### config.mk
export PLATFORM = sky130hd
export DESIGN_NAME = ddr2_cmd_sequencer
export DESIGN_NICKNAME = d
export VERILOG_FILES = /design/src/rtl/ddr2_cmd_sequencer.sv
export SDC_FILE = /design/constraint.sdc
export NUM_CORES = 1
export LEC_CHECK = 0
export CORE_MARGIN = 2
export CORE_UTILIZATION = 28
export CTS_CLUSTER_DIAMETER = 200
export CTS_CLUSTER_SIZE = 12
export DETAILED_ROUTE_END_ITERATION = 12
export PLACE_DENSITY_LB_ADDON = 0.1
export RECOVER_POWER = 100
export SYNTH_ARGS = -nofsm -noshare
export SYNTH_HDL_FRONTEND = slang
export SYNTH_SLANG_ARGS = --single-unit
### constraint.sdc
create_clock -name clk -period 3.7 [get_ports clk]
set_input_delay 0.74 -clock clk [delete_from_list [all_inputs] [get_ports clk]]
set_output_delay 0.74 -clock clk [all_outputs]
set_load 0.01 [all_outputs]
### src/rtl/ddr2_cmd_sequencer.sv
// DDR2 command pad sequencer: holds ACT/PRE/REF/RD/WR requests until per-bank tRP/tRAS/tRCD are met, drives registered pads.
// Optional macro DDR2_SEQ_TRFC_ENFORCE_EN adds a REF-to-REF tRFC gate once a REF has been issued.
module ddr2_cmd_sequencer #(
  parameter int TRCD_MIN = 4,
  parameter int TRP_MIN  = 4,
  parameter int TRAS_MIN = 8,
  parameter int TRFC_MIN = 16,
  parameter int ADDR_W   = 13
) (
  input  logic              clk,
  input  logic              reset,
  input  logic              req_valid,
  output logic              req_ready,
  input  logic [2:0]        req_cmd,
  input  logic [1:0]        req_ba,
  input  logic [ADDR_W-1:0] req_addr,
  output logic              cke_pad,
  output logic              csbar_pad,
  output logic              rasbar_pad,
  output logic              casbar_pad,
  output logic              webar_pad,
  output logic [1:0]        ba_pad,
  output logic [ADDR_W-1:0] addr_pad,
  output logic [3:0]        bank_open,
  output logic              err_illegal
);

  localparam logic [2:0] CMD_ACT = 3'd1;
  localparam logic [2:0] CMD_PRE = 3'd2;
  localparam logic [2:0] CMD_REF = 3'd3;
  localparam logic [2:0] CMD_RD  = 3'd4;
  localparam logic [2:0] CMD_WR  = 3'd5;

  localparam logic [7:0] TRCD_C = 8'(TRCD_MIN);
  localparam logic [7:0] TRP_C  = 8'(TRP_MIN);
  localparam logic [7:0] TRAS_C = 8'(TRAS_MIN);

  // Timers saturate, so a minimum beyond the timer range could never be met.
  if (TRCD_MIN > 255 || TRP_MIN > 255 || TRAS_MIN > 255 || TRFC_MIN > 65535) begin : g_param_check
    $error("ddr2_cmd_sequencer: timing minimum exceeds timer range");
  end

  typedef enum logic {
    ST_PWRUP = 1'b0,
    ST_RUN   = 1'b1
  } state_t;

  state_t state, state_nxt;

  logic [7:0] since_act   [4];
  logic [7:0] since_pre   [4];
  logic [7:0] active_time [4];

  logic       sel_open;
  logic       trp_all;
  logic       trfc_ok;
  logic       is_illegal;
  logic       timing_ok;
  logic       accept;
  logic       issue;
  logic [3:0] bank_sel;
  logic [3:0] act_hit;
  logic [3:0] pre_hit;
  logic       ref_hit;

  function automatic logic [7:0] sat_inc8(input logic [7:0] v);
    return (v == 8'hFF) ? v : v + 8'd1;
  endfunction

  function automatic logic [2:0] pad_code(input logic [2:0] cmd);
    case (cmd)
      CMD_ACT: return 3'b011;
      CMD_PRE: return 3'b010;
      CMD_REF: return 3'b001;
      CMD_RD:  return 3'b101;
      CMD_WR:  return 3'b100;
      default: return 3'b111;
    endcase
  endfunction

  // Power-up: one clock with cke low after reset before any command.
  always_ff @(posedge clk) begin
    if (reset) state <= ST_PWRUP;
    else       state <= state_nxt;
  end

  always_comb begin
    state_nxt = state;
    case (state)
      ST_PWRUP: state_nxt = ST_RUN;
      ST_RUN:   state_nxt = ST_RUN;
      default:  state_nxt = ST_PWRUP;
    endcase
  end

  assign cke_pad = (state == ST_RUN);

`ifdef DDR2_SEQ_TRFC_ENFORCE_EN
  localparam logic [15:0] TRFC_C = 16'(TRFC_MIN);
  logic [15:0] since_ref;
  logic        ref_seen;

  always_ff @(posedge clk) begin
    if (reset) begin
      since_ref <= '0;
      ref_seen  <= 1'b0;
    end else if (ref_hit) begin
      since_ref <= '0;
      ref_seen  <= 1'b1;
    end else if (since_ref != 16'hFFFF) begin
      since_ref <= since_ref + 16'd1;
    end
  end

  assign trfc_ok = !ref_seen || (since_ref >= TRFC_C);
`else
  assign trfc_ok = 1'b1;
`endif

  assign sel_open = bank_open[req_ba];

  always_comb begin
    trp_all = 1'b1;
    for (int b = 0; b < 4; b++) begin
      if (since_pre[b] < TRP_C) trp_all = 1'b0;
    end
  end

  // Illegal requests are ready regardless of timers so they never stall the requester.
  always_comb begin
    is_illegal = 1'b0;
    timing_ok  = 1'b0;
    case (req_cmd)
      CMD_ACT: begin
        if (sel_open) is_illegal = 1'b1;
        else          timing_ok  = (since_pre[req_ba] >= TRP_C);
      end
      CMD_PRE: timing_ok = !sel_open || (active_time[req_ba] >= TRAS_C);
      CMD_REF: begin
        if (bank_open != 4'b0000) is_illegal = 1'b1;
        else                      timing_ok  = trp_all && trfc_ok;
      end
      CMD_RD, CMD_WR: begin
        if (!sel_open) is_illegal = 1'b1;
        else           timing_ok  = (since_act[req_ba] >= TRCD_C);
      end
      default: timing_ok = 1'b1;
    endcase
  end

  assign req_ready = cke_pad && !reset && (is_illegal || timing_ok);
  assign accept    = req_valid && req_ready;
  assign issue     = accept && !is_illegal &&
                     (req_cmd inside {CMD_ACT, CMD_PRE, CMD_REF, CMD_RD, CMD_WR});

  assign bank_sel = 4'b0001 << req_ba;
  assign act_hit  = (issue && req_cmd == CMD_ACT) ? bank_sel : 4'b0000;
  assign pre_hit  = (issue && req_cmd == CMD_PRE) ? bank_sel : 4'b0000;
  assign ref_hit  = issue && (req_cmd == CMD_REF);

  // Clearing at the handshake edge makes each timer read 0 while its command is on the pads.
  always_ff @(posedge clk) begin
    if (reset) begin
      for (int b = 0; b < 4; b++) begin
        since_act[b]   <= '0;
        since_pre[b]   <= '0;
        active_time[b] <= '0;
      end
    end else begin
      for (int b = 0; b < 4; b++) begin
        since_act[b] <= act_hit[b] ? 8'd0 : sat_inc8(since_act[b]);
        since_pre[b] <= pre_hit[b] ? 8'd0 : sat_inc8(since_pre[b]);
        if (act_hit[b])        active_time[b] <= 8'd0;
        else if (bank_open[b]) active_time[b] <= sat_inc8(active_time[b]);
      end
    end
  end

  always_ff @(posedge clk) begin
    if (reset) begin
      csbar_pad   <= 1'b1;
      rasbar_pad  <= 1'b1;
      casbar_pad  <= 1'b1;
      webar_pad   <= 1'b1;
      ba_pad      <= '0;
      addr_pad    <= '0;
      bank_open   <= '0;
      err_illegal <= 1'b0;
    end else begin
      csbar_pad   <= 1'b0;
      err_illegal <= accept && is_illegal;
      bank_open   <= (bank_open | act_hit) & ~pre_hit;
      if (issue) begin
        {rasbar_pad, casbar_pad, webar_pad} <= pad_code(req_cmd);
        // REF carries no bank or address; the pads keep their previous values.
        if (req_cmd != CMD_REF) begin
          ba_pad   <= req_ba;
          addr_pad <= req_addr;
        end
      end else begin
        {rasbar_pad, casbar_pad, webar_pad} <= 3'b111;
      end
    end
  end

endmodule
==> out/qor.txt, run 1 <==
initial antenna violation count: 0
1st-iter DRT viols: 307
Max clock buf depth: 2
drt pass-1 iters: 4
sequential fraction of the synthesis area: 48.25%
Syn Std Cell Area: 5684 sq um
Sw Pwr: 0.7609 mW
WL final: 14210 microns
outcome: complete, no violations
min cycle time layout: 3.594 ns
most common cell after layout, fill and taps aside: dfxtp_1
commonest cells after routing, fill and taps aside: dfxtp_1 (89), nor2_1 (84), nand3_1 (65)
final clock skew: 0.01283 ns
Layout Nets: 729
vias per cell: 4.872
Final Hold Vio Count: 0
FP Rows: 52
Core ar.: 20100 sq um
global-route wire length before repair: 23370 microns
Hold WS: 0.4721 ns
Seq cells post-synth: 121
largest net degree at the start of global routing: 38
antenna-violating nets left: 0
share of the synthesized area in the top cell type: 31.34%
Root Driver: clkbuf_16
DRC viols: 0
vias: 4770
max_slew headroom: 57.15%
# clock sinks: 121
Initial Utilization: 28.27%
CTS tree: yes
DIE WIDTH: 146.5 microns
Slew Limit Fails: 0
multi-input logic area: 2821 sq um
Ys Warns: 0
IO Pins: 47
top_reg_cell synth: dfxtp_1
H-tree lvl count: 4
required time worst endpoint: 2.96 ns
Area growth syn-to-layout: 27.71%
Int Pwr: 2.616 mW
Die Ht: 146.5 microns
endpoint type of the worst setup path: output port
Total Routing Usage GR: 13.77%
post-synthesis cell type with the largest combined area: dfxtp_1
Sw Ratio: 22.53%
worst skew pair latency: 0.42 ns
Final period util: 97.12%
vias in the first global route: 4625
Fmax: 0.2783 GHz
crit path max fanout: 11
Final setup viols: 0
Post-Syn Instances: 618
Hold/Removal Path Class: flop to flop
Post-synth ARST share: 0%
Port Buffer Count: 46
GPL Wtd Cong: 0.8423
share of cells above drive strength 1: 9.450%
library cells used by synthesis: 50
synth top area cells: dfxtp_1 (31%), edfxtp_1 (17%), nand3_1 (5.7%), nor2_1 (5.5%), xor2_1 (4.5%)
Avg Inst Size Synth: 9.198 sq um
DP HPWL: 10120 microns
Reg power frac: 42.3%
clock share of power: 52.4%
Die ar.: 21460 sq um
fill count: 2035
P per Cell Area: 465.1 nW/um^2
number of setup buffers added after CTS: 0
finished layout cell area: 7259 sq um
syn_nets: 651
Least-Margin Pin Slew: 0.6428 ns
crit path DAT: 2.85 ns
peak supply drop: 0.2816 mV
Leak: 2.732 nW
diodes inserted: 0
CTS clk-pin slew, worst paths: 0.06 ns
Overflow after GRT: 0
post-DR wirelength/cell: 14.51 microns
RSZ-0062 raised after global routing: false
FF+latch area: 2743 sq um
Max-cap violations: 0
EDFF count, synth: 32
CTS Buf Count: 17
Logic pwr share: 5.3%
Setup crit start kind: input pin
Placed Area: 6664 sq um
WS Path Type: input pin to output port
==> layer usage <==
| layer | share of wire (%) | routed length, microns | GRT usage, % |
|---|---|---|---|
| met1 | 48 | 6873 | 17.94 |
| met2 | 48 | 6775 | 22.12 |
| met3 | 3.1 | 439 | 3.875 |
| met4 | 0.84 | 119 | 4.515 |
| met5 | 0 | 0 | 0 |
==> per-stage QoR <==
stage / cells / utilization, % / total power [mW] / setup slack, ns / TNS (ns)
6_report: 979 / 36.11 / 3.377 / 0.1064 / 0
2_1_floorplan: 618 / - / 1.551 / 0.7523 / 0
4_1_cts: 979 / 36.37 / 3.426 / 0.07567 / 0
3_3_place_gp: 947 / 33.15 / 1.636 / -0.2324 / -2.259
3_5_place_dp: 947 / 33.15 / 1.641 / -0.1965 / -3.553
5_1_grt: 979 / 36.11 / 3.526 / 0.02590 / 0
==> cell type report <==
type                    count  share of cell area [%]
inverters                   6                  0.3102
flip-flops and latches    121                   37.78
repair buffers             77                   9.497
multi-input cells         473                   38.87
clock buffers              22                   7.135
well taps                 270                   4.654
clock inverters            10                   1.758
==> what timing repair did <==
| item | 4_1_cts | 5_1_grt |
|---|---|---|
| endpoints found under the setup margin | 1 | 1 |
| hold buffers | 0 | 0 |
| resized for setup | 4 | 2 |
| pin swaps | 0 | 0 |
| endpoints found under the hold margin | 0 | 0 |
| cloned | 0 | 0 |
==> final timing paths <==
path / start / endpoint / slack, ns / cells past startpoint
worst max-delay path: req_ba[0] / req_ready / 0.11 / 9
worst min register to register: addr_pad[3] / addr_pad[3] / 0.47 / 2
worst min-delay path: addr_pad[3] / addr_pad[3] / 0.47 / 2
worst max register to register: since_pre[3][7] / since_pre[2][6] / 0.49 / 10
==> worst max-delay path, cell delays in order <==
cell and delay [ns]:
clkdlybuf4s50_1 0.54, buf_6 0.17, mux4_2 0.29, nand2b_1 0.16, a41oi_2 0.16, o21ai_1 0.09
nor3_1 0.24, a21boi_1 0.14, dlygate4sd2_1 0.31
==> flip-flops by register name, summed over array words and instances (netlist names) <==
name         cells
active_time     32
since_act       32
since_pre       32
addr_pad        13
bank_open        4
ba_pad           2
casbar_pad       1
cke_pad          1
csbar_pad        1
err_illegal      1
rasbar_pad       1
webar_pad        1
==> logic make-up (layout without fill, tap and decap cells) <==
logic type,after synthesis,count (layout),share of synthesized area (%)
XOR/XNOR,49,49,7.550
AND/OR/NAND/NOR,310,310,27.40
multiplexers,14,14,3.126
buffers and inverters,24,115,1.827
AO/OA/AOI/OAI,88,88,9.201
adder cells (fa/ha/maj),12,12,2.641
flip-flops,121,121,48.25
==> cells in the mapped netlist (2+ instances only) <==
master,instances
dfxtp_1,89
nor2_1,83
nand3_1,65
nand2_1,40
o21ai_0,37
and3_1,33
edfxtp_1,32
xor2_1,29
nor3_1,26
a21oi_1,23
xnor2_1,20
clkbuf_1,14
nor4_1,14
nand4_1,13
ha_1,12
mux2i_1,11
a31oi_1,7
nor2b_1,6
inv_1,5
nand2b_1,5
nor3b_1,5
o21ai_2,4
or3_1,4
a211o_1,3
mux4_2,3
nand3b_1,3
a31o_2,2
and2_1,2
and3b_1,2
buf_2,2
nor3_2,2
nor4_2,2
o21ba_2,2
or4_1,2
==> power by group through the flow <==
stage               registers (mW)  logic [mW]  clock network [mW]
finish                        1.43       0.178                1.77
global route                  1.44       0.200                1.89
CTS                           1.43       0.185                1.81
detailed placement            1.46       0.184                   0
global placement              1.46       0.179                   0
floorplan                     1.45       0.102                   0
Note: power is estimated with default switching activity, not from simulation.
==> run 2, diff against run 1 <==
--- a/config.mk
+++ b/config.mk
@@ -5,11 +5,13 @@
 export SDC_FILE = /design/constraint.sdc
 export NUM_CORES = 1
 export LEC_CHECK = 0
+export CORE_ASPECT_RATIO = 0.75
 export CORE_MARGIN = 2
 export CORE_UTILIZATION = 28
 export CTS_CLUSTER_DIAMETER = 200
 export CTS_CLUSTER_SIZE = 12
 export DETAILED_ROUTE_END_ITERATION = 12
+export HOLD_SLACK_MARGIN = 0.15
 export PLACE_DENSITY_LB_ADDON = 0.1
 export RECOVER_POWER = 100
 export SYNTH_ARGS = -nofsm -noshare
==> run 2 against run 1 <==
Wire length barely moved. Register-to-register slack improved by 0.11 ns. Power fell by 0.51%. Sequential power barely moved. First-iteration DRC count rose by 6.8%. Via count rose by 0.21%. Clock skew rose by 0.0033 ns. Sequential share of layout area rose by 0.052 points. Worst hold slack got worse by 0.00083 ns.
==> out/qor.txt, run 2 (same netlist as run 1, synthesis figures left out) <==
Top Usage Layer GRT: met2
Final WS setup: 0.09586 ns
Overflow after GRT: 0
Die ar.: 21470 sq um
RSZ-0062 raised after global routing: false
# clock sinks: 121
H-tree lvl count: 4
Hold/Removal Path Class: flop to flop
crit path max fanout: 3
Cell Count, Final, Fillers Out: 970
IO Pins: 47
Max clock buf depth: 2
Least-Margin Pin Slew: 0.6469 ns
GPL Wtd Cong: 0.8135
placed cell count: 934
Port Buffer Count: 46
crit path DAT: 2.86 ns
crit path max-delay cell type: clkdlybuf4s50_1
P per Cell Area: 463.4 nW/um^2
diodes inserted: 0
Root Driver: clkbuf_16
commonest cells after routing, fill and taps aside: dfxtp_1 (89), nor2_1 (84), nand3_1 (65)
Tot Pwr: 3.359 mW
WL final: 14210 microns
CTS Hold Bufs: 0
vias per cell: 4.928
length in cells of the worst reg-to-reg path: 9
reg2reg start: since_pre[3][7]
final clock skew: 0.01610 ns
worst skew pair latency: 0.42 ns
required time worst endpoint: 2.96 ns
outcome: complete, no violations
met3 Use GR: 4.182%
Final Hold Vio Count: 0
drt pass-1 iters: 5
Total Routing Usage GR: 13.96%
CP max stage delay: 0.54 ns
FP Rows: 45
post-DR wirelength/cell: 14.64 microns
min cycle time layout: 3.604 ns
vias in the first global route: 4546
CP Cell Sequence: clkdlybuf4s50_1, mux4_2, clkbuf_1, buf_4, a2bb2oi_1, o21ai_1, a21boi_2, dlygate4sd2_1
Core ar.: 20100 sq um
initial antenna violation count: 0
Leak: 2.756 nW
Initial Utilization: 28.28%
largest net degree at the start of global routing: 38
Hold WS: 0.4713 ns
global-route wire length before repair: 23430 microns
pre-CTS WS: -0.3293 ns
Setup crit start kind: input pin
peak supply drop: 0.2029 mV
top flop regs: active_time x32, since_act x32, since_pre x32
antenna-violating nets left: 0
CTS tree: yes
share of cells above drive strength 1: 9.972%
r2r setup slk: 0.60 ns
Area growth syn-to-layout: 27.54%
WS Path Type: input pin to output port
Fmax: 0.2775 GHz
Hold Startpoint: ba_pad[1]
Layout Nets: 732
Slew Limit Fails: 0
CTS clk-pin slew, worst paths: 0.05 ns
DIE WIDTH: 168.5 microns
met1 track demand over resource: 19.76%
DP HPWL: 9927 microns
DRC viols: 0
vias: 4780
Final TNS setup: 0 ns
max_slew headroom: 56.88%
Die Ht: 127.4 microns
Hold Path Stages: 2
1st-iter DRT viols: 328
worst reg2reg path endpoint: since_act[2][7]
endpoint type of the worst setup path: output port
CTS Buf Count: 17
Final period util: 97.41%
grt met2 use: 20.55%
Max-cap violations: 0
most common cell after layout, fill and taps aside: dfxtp_1
worst hold endpoint: ba_pad[1]
Final setup viols: 0
==> run 2: what timing repair did <==
action	in CTS	in global routing
endpoints found under the setup margin	1	1
pin swaps	1	0
gates cloned	0	0
setup buffers	1	3
resized for setup	7	0
hold endpoints to repair	0	0
==> run 2: layout make-up <==
cell class              count  area (sq um)
fillers                  2004         12850
clock buffers              28         560.5
repair buffers             80         699.4
multi-input cells         473          2830
flip-flops and latches    121          2743
clock inverters             4         71.32
well taps                 258         322.8
inverters                   6         22.52
==> run 2: critical path, delay by kind of cell <==
kind | cells | cell delay (ns)
AOI/OAI and AO/OA | 3 | 0.47
buffers and inverters | 4 | 1.12
muxes | 1 | 0.54
==> run 2: worst max-delay path by stage <==
stage / end / startpoint / cells past startpoint
6_report: req_ready / req_ba[0] / 8
5_1_grt: active_time[2][4] / req_ba[0] / 12
4_1_cts: req_ready / req_ba[0] / 8
3_5_place_dp: req_ready / req_ba[0] / 7
3_3_place_gp: req_ready / req_ba[0] / 7
2_1_floorplan: active_time[2][0] / req_ba[0] / 8
==> run 2: where the power goes <==
group | total (mW) | leakage, nW | switching, mW | internal, mW
Clock | 1.75 | 0.311 | 0.586 | 1.17
Combinational | 0.176 | 1.39 | 0.0919 | 0.0837
Sequential | 1.43 | 1.05 | 0.0360 | 1.39
Total | 3.36 | 2.76 | 0.714 | 2.65
==> run 2: metal layers <==
metal	vias up	share of wire, %
met4	0	1.3
met5	-	0
met3	17	3.6
met2	86	42
met1	2264	53
li1	2413	-
==> run 2: per-stage QoR <==
step | utilization, % | instance area (sq um)
finish | 36.07 | 7249
global route | 36.07 | 7249
CTS | 36.21 | 7278
detailed placement | 32.98 | 6629
global placement | 32.98 | 6629
floorplan | - | 5684
